<file path="src/rtl/voice_allocator_if.sv">
// Note-allocation bus between song_reader/player control and the voice bank.
// The master drives note requests and done pulses; the slave (allocator) returns loads and status.
interface voice_allocator_if #(
    parameter int NUM_VOICES = 3
);
    logic                  flush;
    logic                  play;
    logic                  new_note;
    logic [5:0]            note;
    logic [5:0]            duration;
    logic [NUM_VOICES-1:0] voice_done;
    logic [NUM_VOICES-1:0] voice_load;
    logic [5:0]            voice_note;
    logic [5:0]            voice_duration;
    logic [NUM_VOICES-1:0] voice_busy;
    logic                  all_idle;
    logic                  note_dropped;
    logic                  note_stolen;

    modport master (
        output flush, play, new_note, note, duration, voice_done,
        input  voice_load, voice_note, voice_duration, voice_busy,
               all_idle, note_dropped, note_stolen
    );

    modport slave (
        input  flush, play, new_note, note, duration, voice_done,
        output voice_load, voice_note, voice_duration, voice_busy,
               all_idle, note_dropped, note_stolen
    );
endinterface

</file>
<file path="src/rtl/voice_allocator.sv">
// Routes each new note to the lowest free voice, or steals the oldest / drops it when all are busy.
// Voice age is tracked as a per-voice rank where 0 is the most recently loaded voice.
module voice_allocator #(
    parameter int NUM_VOICES = 3,
    parameter bit STEAL      = 1'b1
) (
    input  logic               clk,
    input  logic               reset,
    voice_allocator_if.slave   bus
);
    localparam logic [1:0] OLDEST = 2'(NUM_VOICES - 1);

    logic [NUM_VOICES-1:0] busy_q, busy_d;
    logic [NUM_VOICES-1:0] eff_busy;
    logic [NUM_VOICES-1:0] pick;
    logic [NUM_VOICES-1:0] load_d, load_q;
    logic [1:0]            rank_q [NUM_VOICES];
    logic [1:0]            rank_d [NUM_VOICES];
    logic [1:0]            old_rank;
    logic                  accept, free_found, victim_found;
    logic                  stolen_d, stolen_q, dropped_d, dropped_q;
    logic                  all_idle_q;
    logic [5:0]            note_q, duration_q;

    always_comb begin
        eff_busy     = busy_q & ~bus.voice_done;
        accept       = bus.new_note & bus.play & ~bus.flush & (bus.note != 6'd0);
        pick         = '0;
        free_found   = 1'b0;
        victim_found = 1'b0;
        old_rank     = OLDEST;
        load_d       = '0;
        stolen_d     = 1'b0;
        dropped_d    = 1'b0;
        busy_d       = eff_busy;
        for (int i = 0; i < NUM_VOICES; i++) begin
            rank_d[i] = bus.voice_done[i] ? OLDEST : rank_q[i];
        end

        for (int i = 0; i < NUM_VOICES; i++) begin
            if (!free_found && !eff_busy[i]) begin
                pick[i]    = 1'b1;
                free_found = 1'b1;
            end
        end
        // No free voice: victim is the oldest; fall back to voice 0 if ranks ever collide after done.
        if (!free_found) begin
            for (int i = 0; i < NUM_VOICES; i++) begin
                if (!victim_found && rank_q[i] == OLDEST) begin
                    pick[i]      = 1'b1;
                    victim_found = 1'b1;
                end
            end
            if (!victim_found) begin
                pick[0]  = 1'b1;
                old_rank = rank_q[0];
            end
        end

        if (accept && (free_found || STEAL)) begin
            load_d   = pick;
            stolen_d = ~free_found;
            for (int i = 0; i < NUM_VOICES; i++) begin
                if (pick[i]) begin
                    rank_d[i] = 2'd0;
                    busy_d[i] = 1'b1;
                end else if (eff_busy[i] && rank_q[i] < old_rank) begin
                    rank_d[i] = rank_q[i] + 2'd1;
                end
            end
        end else if (accept) begin
            dropped_d = 1'b1;
        end

        if (bus.flush) begin
            busy_d    = '0;
            load_d    = '0;
            stolen_d  = 1'b0;
            dropped_d = 1'b0;
            for (int i = 0; i < NUM_VOICES; i++) begin
                rank_d[i] = OLDEST;
            end
        end
    end

    always_ff @(posedge clk or posedge reset) begin
        if (reset) begin
            busy_q     <= '0;
            load_q     <= '0;
            stolen_q   <= 1'b0;
            dropped_q  <= 1'b0;
            all_idle_q <= 1'b1;
            note_q     <= '0;
            duration_q <= '0;
            for (int i = 0; i < NUM_VOICES; i++) begin
                rank_q[i] <= OLDEST;
            end
        end else begin
            busy_q     <= busy_d;
            load_q     <= load_d;
            stolen_q   <= stolen_d;
            dropped_q  <= dropped_d;
            all_idle_q <= ~|busy_d;
            for (int i = 0; i < NUM_VOICES; i++) begin
                rank_q[i] <= rank_d[i];
            end
            if (|load_d) begin
                note_q     <= bus.note;
                duration_q <= bus.duration;
            end
        end
    end

    assign bus.voice_load     = load_q;
    assign bus.voice_note     = note_q;
    assign bus.voice_duration = duration_q;
    assign bus.voice_busy     = busy_q;
    assign bus.all_idle       = all_idle_q;
    assign bus.note_dropped   = dropped_q;
    assign bus.note_stolen    = stolen_q;
endmodule

</file>
<file path="src/flat_wrapper.sv">
// flat-port wrapper written by rule: the top's interface ports become plain ports
module voice_allocator_flat 
#(
    parameter int NUM_VOICES = 3,
    parameter bit STEAL      = 1'b1
)
  (clk, reset, bus_flush, bus_play, bus_new_note, bus_note, bus_duration, bus_voice_done, bus_voice_load, bus_voice_note, bus_voice_duration, bus_voice_busy, bus_all_idle, bus_note_dropped, bus_note_stolen);
  voice_allocator_if #(.NUM_VOICES(NUM_VOICES)) bus_i ();
  input  logic clk;
  input  logic reset;
  input wire logic [$bits(bus_i.flush)-1:0] bus_flush;
  input wire logic [$bits(bus_i.play)-1:0] bus_play;
  input wire logic [$bits(bus_i.new_note)-1:0] bus_new_note;
  input wire logic [$bits(bus_i.note)-1:0] bus_note;
  input wire logic [$bits(bus_i.duration)-1:0] bus_duration;
  input wire logic [$bits(bus_i.voice_done)-1:0] bus_voice_done;
  output wire logic [$bits(bus_i.voice_load)-1:0] bus_voice_load;
  output wire logic [$bits(bus_i.voice_note)-1:0] bus_voice_note;
  output wire logic [$bits(bus_i.voice_duration)-1:0] bus_voice_duration;
  output wire logic [$bits(bus_i.voice_busy)-1:0] bus_voice_busy;
  output wire logic [$bits(bus_i.all_idle)-1:0] bus_all_idle;
  output wire logic [$bits(bus_i.note_dropped)-1:0] bus_note_dropped;
  output wire logic [$bits(bus_i.note_stolen)-1:0] bus_note_stolen;
  assign bus_i.flush = bus_flush;
  assign bus_i.play = bus_play;
  assign bus_i.new_note = bus_new_note;
  assign bus_i.note = bus_note;
  assign bus_i.duration = bus_duration;
  assign bus_i.voice_done = bus_voice_done;
  assign bus_voice_load = bus_i.voice_load;
  assign bus_voice_note = bus_i.voice_note;
  assign bus_voice_duration = bus_i.voice_duration;
  assign bus_voice_busy = bus_i.voice_busy;
  assign bus_all_idle = bus_i.all_idle;
  assign bus_note_dropped = bus_i.note_dropped;
  assign bus_note_stolen = bus_i.note_stolen;
  voice_allocator #(.NUM_VOICES(NUM_VOICES), .STEAL(STEAL)) u_core (.clk(clk), .reset(reset), .bus(bus_i));
endmodule
</file>
<file path="config.mk">
export PLATFORM = sky130hd
export DESIGN_NAME = voice_allocator_flat
export DESIGN_NICKNAME = d
export VERILOG_FILES = /design/src/rtl/voice_allocator_if.sv /design/src/rtl/voice_allocator.sv /design/src/flat_wrapper.sv
export SDC_FILE = /design/constraint.sdc
export NUM_CORES = 1
export LEC_CHECK = 0
export CORE_ASPECT_RATIO = 0.9
export CORE_MARGIN = 5
export CORE_UTILIZATION = 42
export CTS_BUF_LIST = sky130_fd_sc_hd__clkbuf_16
export DETAILED_ROUTE_END_ITERATION = 12
export PLACE_DENSITY = 0.82
export RECOVER_POWER = 50
export SYNTH_ARGS = -nofsm -noshare
export SYNTH_HDL_FRONTEND = slang
export SYNTH_SLANG_ARGS = --single-unit
</file>
<file path="constraint.sdc">
create_clock -name clk -period 1.8 [get_ports clk]
set_input_delay 0.27 -clock clk [delete_from_list [all_inputs] [get_ports clk]]
set_output_delay 0.27 -clock clk [all_outputs]
set_load 0.03 [all_outputs]
</file>
==> summary.md <==
| Metric | Value |
|---|---|
| Number of cell rows | 19 |
| Grt ovf | 0 |
| Clock Root Buffer | clkbuf_16 |
| Post-synthesis async set-or-reset flop share | 1.00 |
| Synth warn | 0 |
| Number of synthesized flops with an enable pin | 0 |
| Commonest non-fill, non-tap cell in the layout | buf_4 |
| Sequential Area | 656 um^2 |
| CTS Hold Buffers Added | 0 |
| Num CTS Buffers | 3 |
| Post-DP HPWL | 2860 um |
| Routed WL per cell | 18.0 um |
| Yosys top cell area share | 0.399 |
| Crit-path max cell delay | 0.55 ns |
| Worst Clk Skew | 0.00429 ns |
| Ys flop type | dfrtp_1 |
| Cells after synthesis | 129 |
| Comb pwr share | 0.230 |
| Htree depth | 1 |
| Largest net degree at the start of global routing | 27 |
| Count of cell types in the netlist | 43 |
| Nets | 222 |
| Setup TNS | -0.125 ns |
| Sw Share | 0.260 |
| Most frequent cells in the layout | buf_4 (31), clkdlybuf4s50_1 (29), dfrtp_1 (22), nand2_1 (12), inv_1 (9) |
| Slew HR | 0.552 |
| CTS tree | yes |
| Switch Pwr | 0.000444 W |
| Met2 Use GR | 0.355 |
| Crit-path max FO | 6 |
| Reg clk slew, reported paths | 0.07 ns |
| Worst path slowest cell | dfstp_2 |
| VDD IR max | 824 uV |
| Synth area leaders | dfrtp_1 (40%), dfstp_2 (7.6%), mux2_2 (6.5%) |
| Failing checks | setup timing |
| Initial Util | 0.443 |
| Met1 Track Usage GR | 0.204 |
| Final Max Slew Viols | 0 |
| WHS Endpoint | u_core.bus.voice_note[0] |
| Syn avg cell area | 10.7 um^2 |
| R2R Setup Slk | -0.08 ns |
| Final antenna-violating net count | 0 |
| First-pass GRT wire length | 6720 um |
| FMAX | 533 MHz |
| Final Hold Fails | 0 |
| Area grow syn2layout | 62.1% |
| Gr busiest metal | met2 |
| Most area-hungry cell type in the Yosys netlist | dfrtp_1 |
| Kind of cell adding the most delay to the critical path | flip-flops |
| Hold Crit Class | in2reg |
| Period Utilization, post-route | 1.04 |
| Min Tclk post-route | 1.88 ns |
| DR vias/cell | 5.54 |
| Critical path launch point type | flop |
| Worst Hold Launch | bus_note[0] |
| Fill cells | 230 |
| Int Pwr | 0.00126 W |
| Status | finished, violations left |
| Leak | 0.960 nW |
| Die height | 64.4 um |
| Actual slew at the worst max-slew pin | 0.672 ns |
| Max-cap viol count | 0 |
| Clock power frac | 0.378 |
| # setup viols final | 2 |
| Pwr Density | 763 nW/um^2 |
| Ant diodes | 0 |
| Clock latency on the worst-skew pair | 0.26 ns |
| CP required | 1.98 ns |
| Vias in the first global route | 1,472 |
| Total track usage | 0.184 |
| Core area | 3110 um^2 |
| DRT Wirelength | 4310 um |
| Top Ports | 41 |
| GPL Wtd Cong | 0.839 |
| Sinks on Clock Net | 26 |
| Placed instance area | 2000 um^2 |
| Worst path bufs/invs | 1 |
| Kind of critical path | reg2reg |
| Worst flop-to-flop path startpoint | u_core.rank_q[5] |
| Layout cell share with drive strength beyond 1 | 0.354 |
| Syn nets | 152 |
| Via Count | 1,329 |
| Die area | 4530 um^2 |
| Multi-input logic area | 749 um^2 |
| Register share of total power | 0.392 |
| Port bufs | 39 |
| Final WS setup | -0.0768 ns |
| R2R depth | 5 |
| First-iteration detailed-routing DRC count | 136 |
| Post-synthesis sequential area ratio | 0.475 |
| TritonRoute pass-1 iters | 4 |
| Worst hold slack | 0.318 ns |
| Crit path DAT | 2.05 ns |
| R2r endpoint | u_core.rank_q[0] |
| Max clock buf depth | 2 |
| Post-synthesis register bit count | 26 |
| DRC violations left | 0 |
| RSZ-0062 raised after global routing | yes |
| Met3 Track Usage GR | 0.0549 |
| Mapped cell area | 1380 um^2 |
| Post-route cell area | 2240 um^2 |
| Antenna violations before repair | 0 |
| Worst setup EP type | flop |
| Worst hold stages | 2 |
| Die width | 70.4 um |
| Cells along the critical path | buf_4 > nor4b_2 > a31oi_1 > a211oi_2 > mux2i_1 |
-- metal layers --
layer,vias up,part of all wire
met2,59,0.55
met3,0,0.071
met1,658,0.37
met4,0,0
met5,-,0
li1,612,-
-- Yosys cell counts (all sizes together), types with 4 or more instances --
cell,n
a21oi,4
o211ai,6
nor2,7
mux2,8
buf,4
inv,9
dfrtp,22
nand2b,4
dfstp,4
nand2,12
clkbuf,4
-- state kept, by name, summed over array words and instances, names as in the netlist --
| name | count |
|---|---|
| u_core.bus.voice_busy | 3 |
| u_core.bus.voice_duration | 6 |
| u_core.bus.voice_note | 6 |
| u_core.bus.note_stolen | 1 |
| u_core.bus.all_idle | 1 |
| u_core.rank_q | 6 |
| u_core.bus.voice_load | 3 |
-- timing repair --
action                                  4_1_cts  5_1_grt
endpoints found under the setup margin       18        5
pin swaps                                     4        5
setup buffers                                 2        0
gates cloned                                  1        0
resized for setup                            16        8
-- area by class of cell --
cell class                 instances  share of cell area
sequential                        26               0.293
multi-input combinational         87               0.335
timing repair buffer              72               0.286
tap                               42              0.0235
clock buffer                       3              0.0336
inverter                           9              0.0151
clock inverter                     1              0.0134
-- kinds of logic after synthesis --
group / after synthesis / synth area share
simple gates: 42 / 0.169
compound gates: 30 / 0.180
flops: 26 / 0.475
buf+inv: 17 / 0.0662
mux: 10 / 0.0798
fa+ha+maj: 3 / 0.0272
other cells: 1 / 0.00272
-- power groups by stage --
stage | registers [W] | logic [W] | clock network, W
5_1_grt | 0.000677 | 0.000414 | 0.000673
2_1_floorplan | 0.000782 | 0.0000906 | 0
3_5_place_dp | 0.000679 | 0.000386 | 0
4_1_cts | 0.000670 | 0.000391 | 0.000651
6_report | 0.000670 | 0.000392 | 0.000646
3_3_place_gp | 0.000675 | 0.000376 | 0
-- how the worst max path moves through the flow --
stage	startpoint	slack, ns	depth (start not counted)	to
after CTS	u_core.rank_q[5]	0.002	6	u_core.rank_q[2]
after detailed placement	bus_note[0]	-0.42	5	u_core.rank_q[4]
after floorplan	u_core.bus.voice_busy[1]	0.06	5	u_core.rank_q[4]
after global routing	u_core.rank_q[2]	-0.11	6	u_core.rank_q[0]
final	u_core.rank_q[5]	-0.08	5	u_core.rank_q[0]
after global placement	bus_note[0]	-0.34	5	u_core.rank_q[1]
-- worst reg2reg max path: cells and delay by family (launching register included) --
family | cells | cell delay, ns
flip-flops | 1 | 0.55
multiplexers | 1 | 0.24
AO/OA/AOI/OAI | 2 | 0.54
buffers and inverters | 1 | 0.15
AND/OR/NAND/NOR | 1 | 0.31
-- through the flow --
stage	total power [W]	std cells	utilization	setup slack (ns)
2_1_floorplan	0.000873	129	-	0.0580
3_3_place_gp	0.00105	233	0.642	-0.341
3_5_place_dp	0.00106	233	0.642	-0.417
4_1_cts	0.00171	240	0.699	0.00207
5_1_grt	0.00176	240	0.718	-0.111
6_report	0.00171	240	0.718	-0.0768
(Power assumes the default switching activity.)
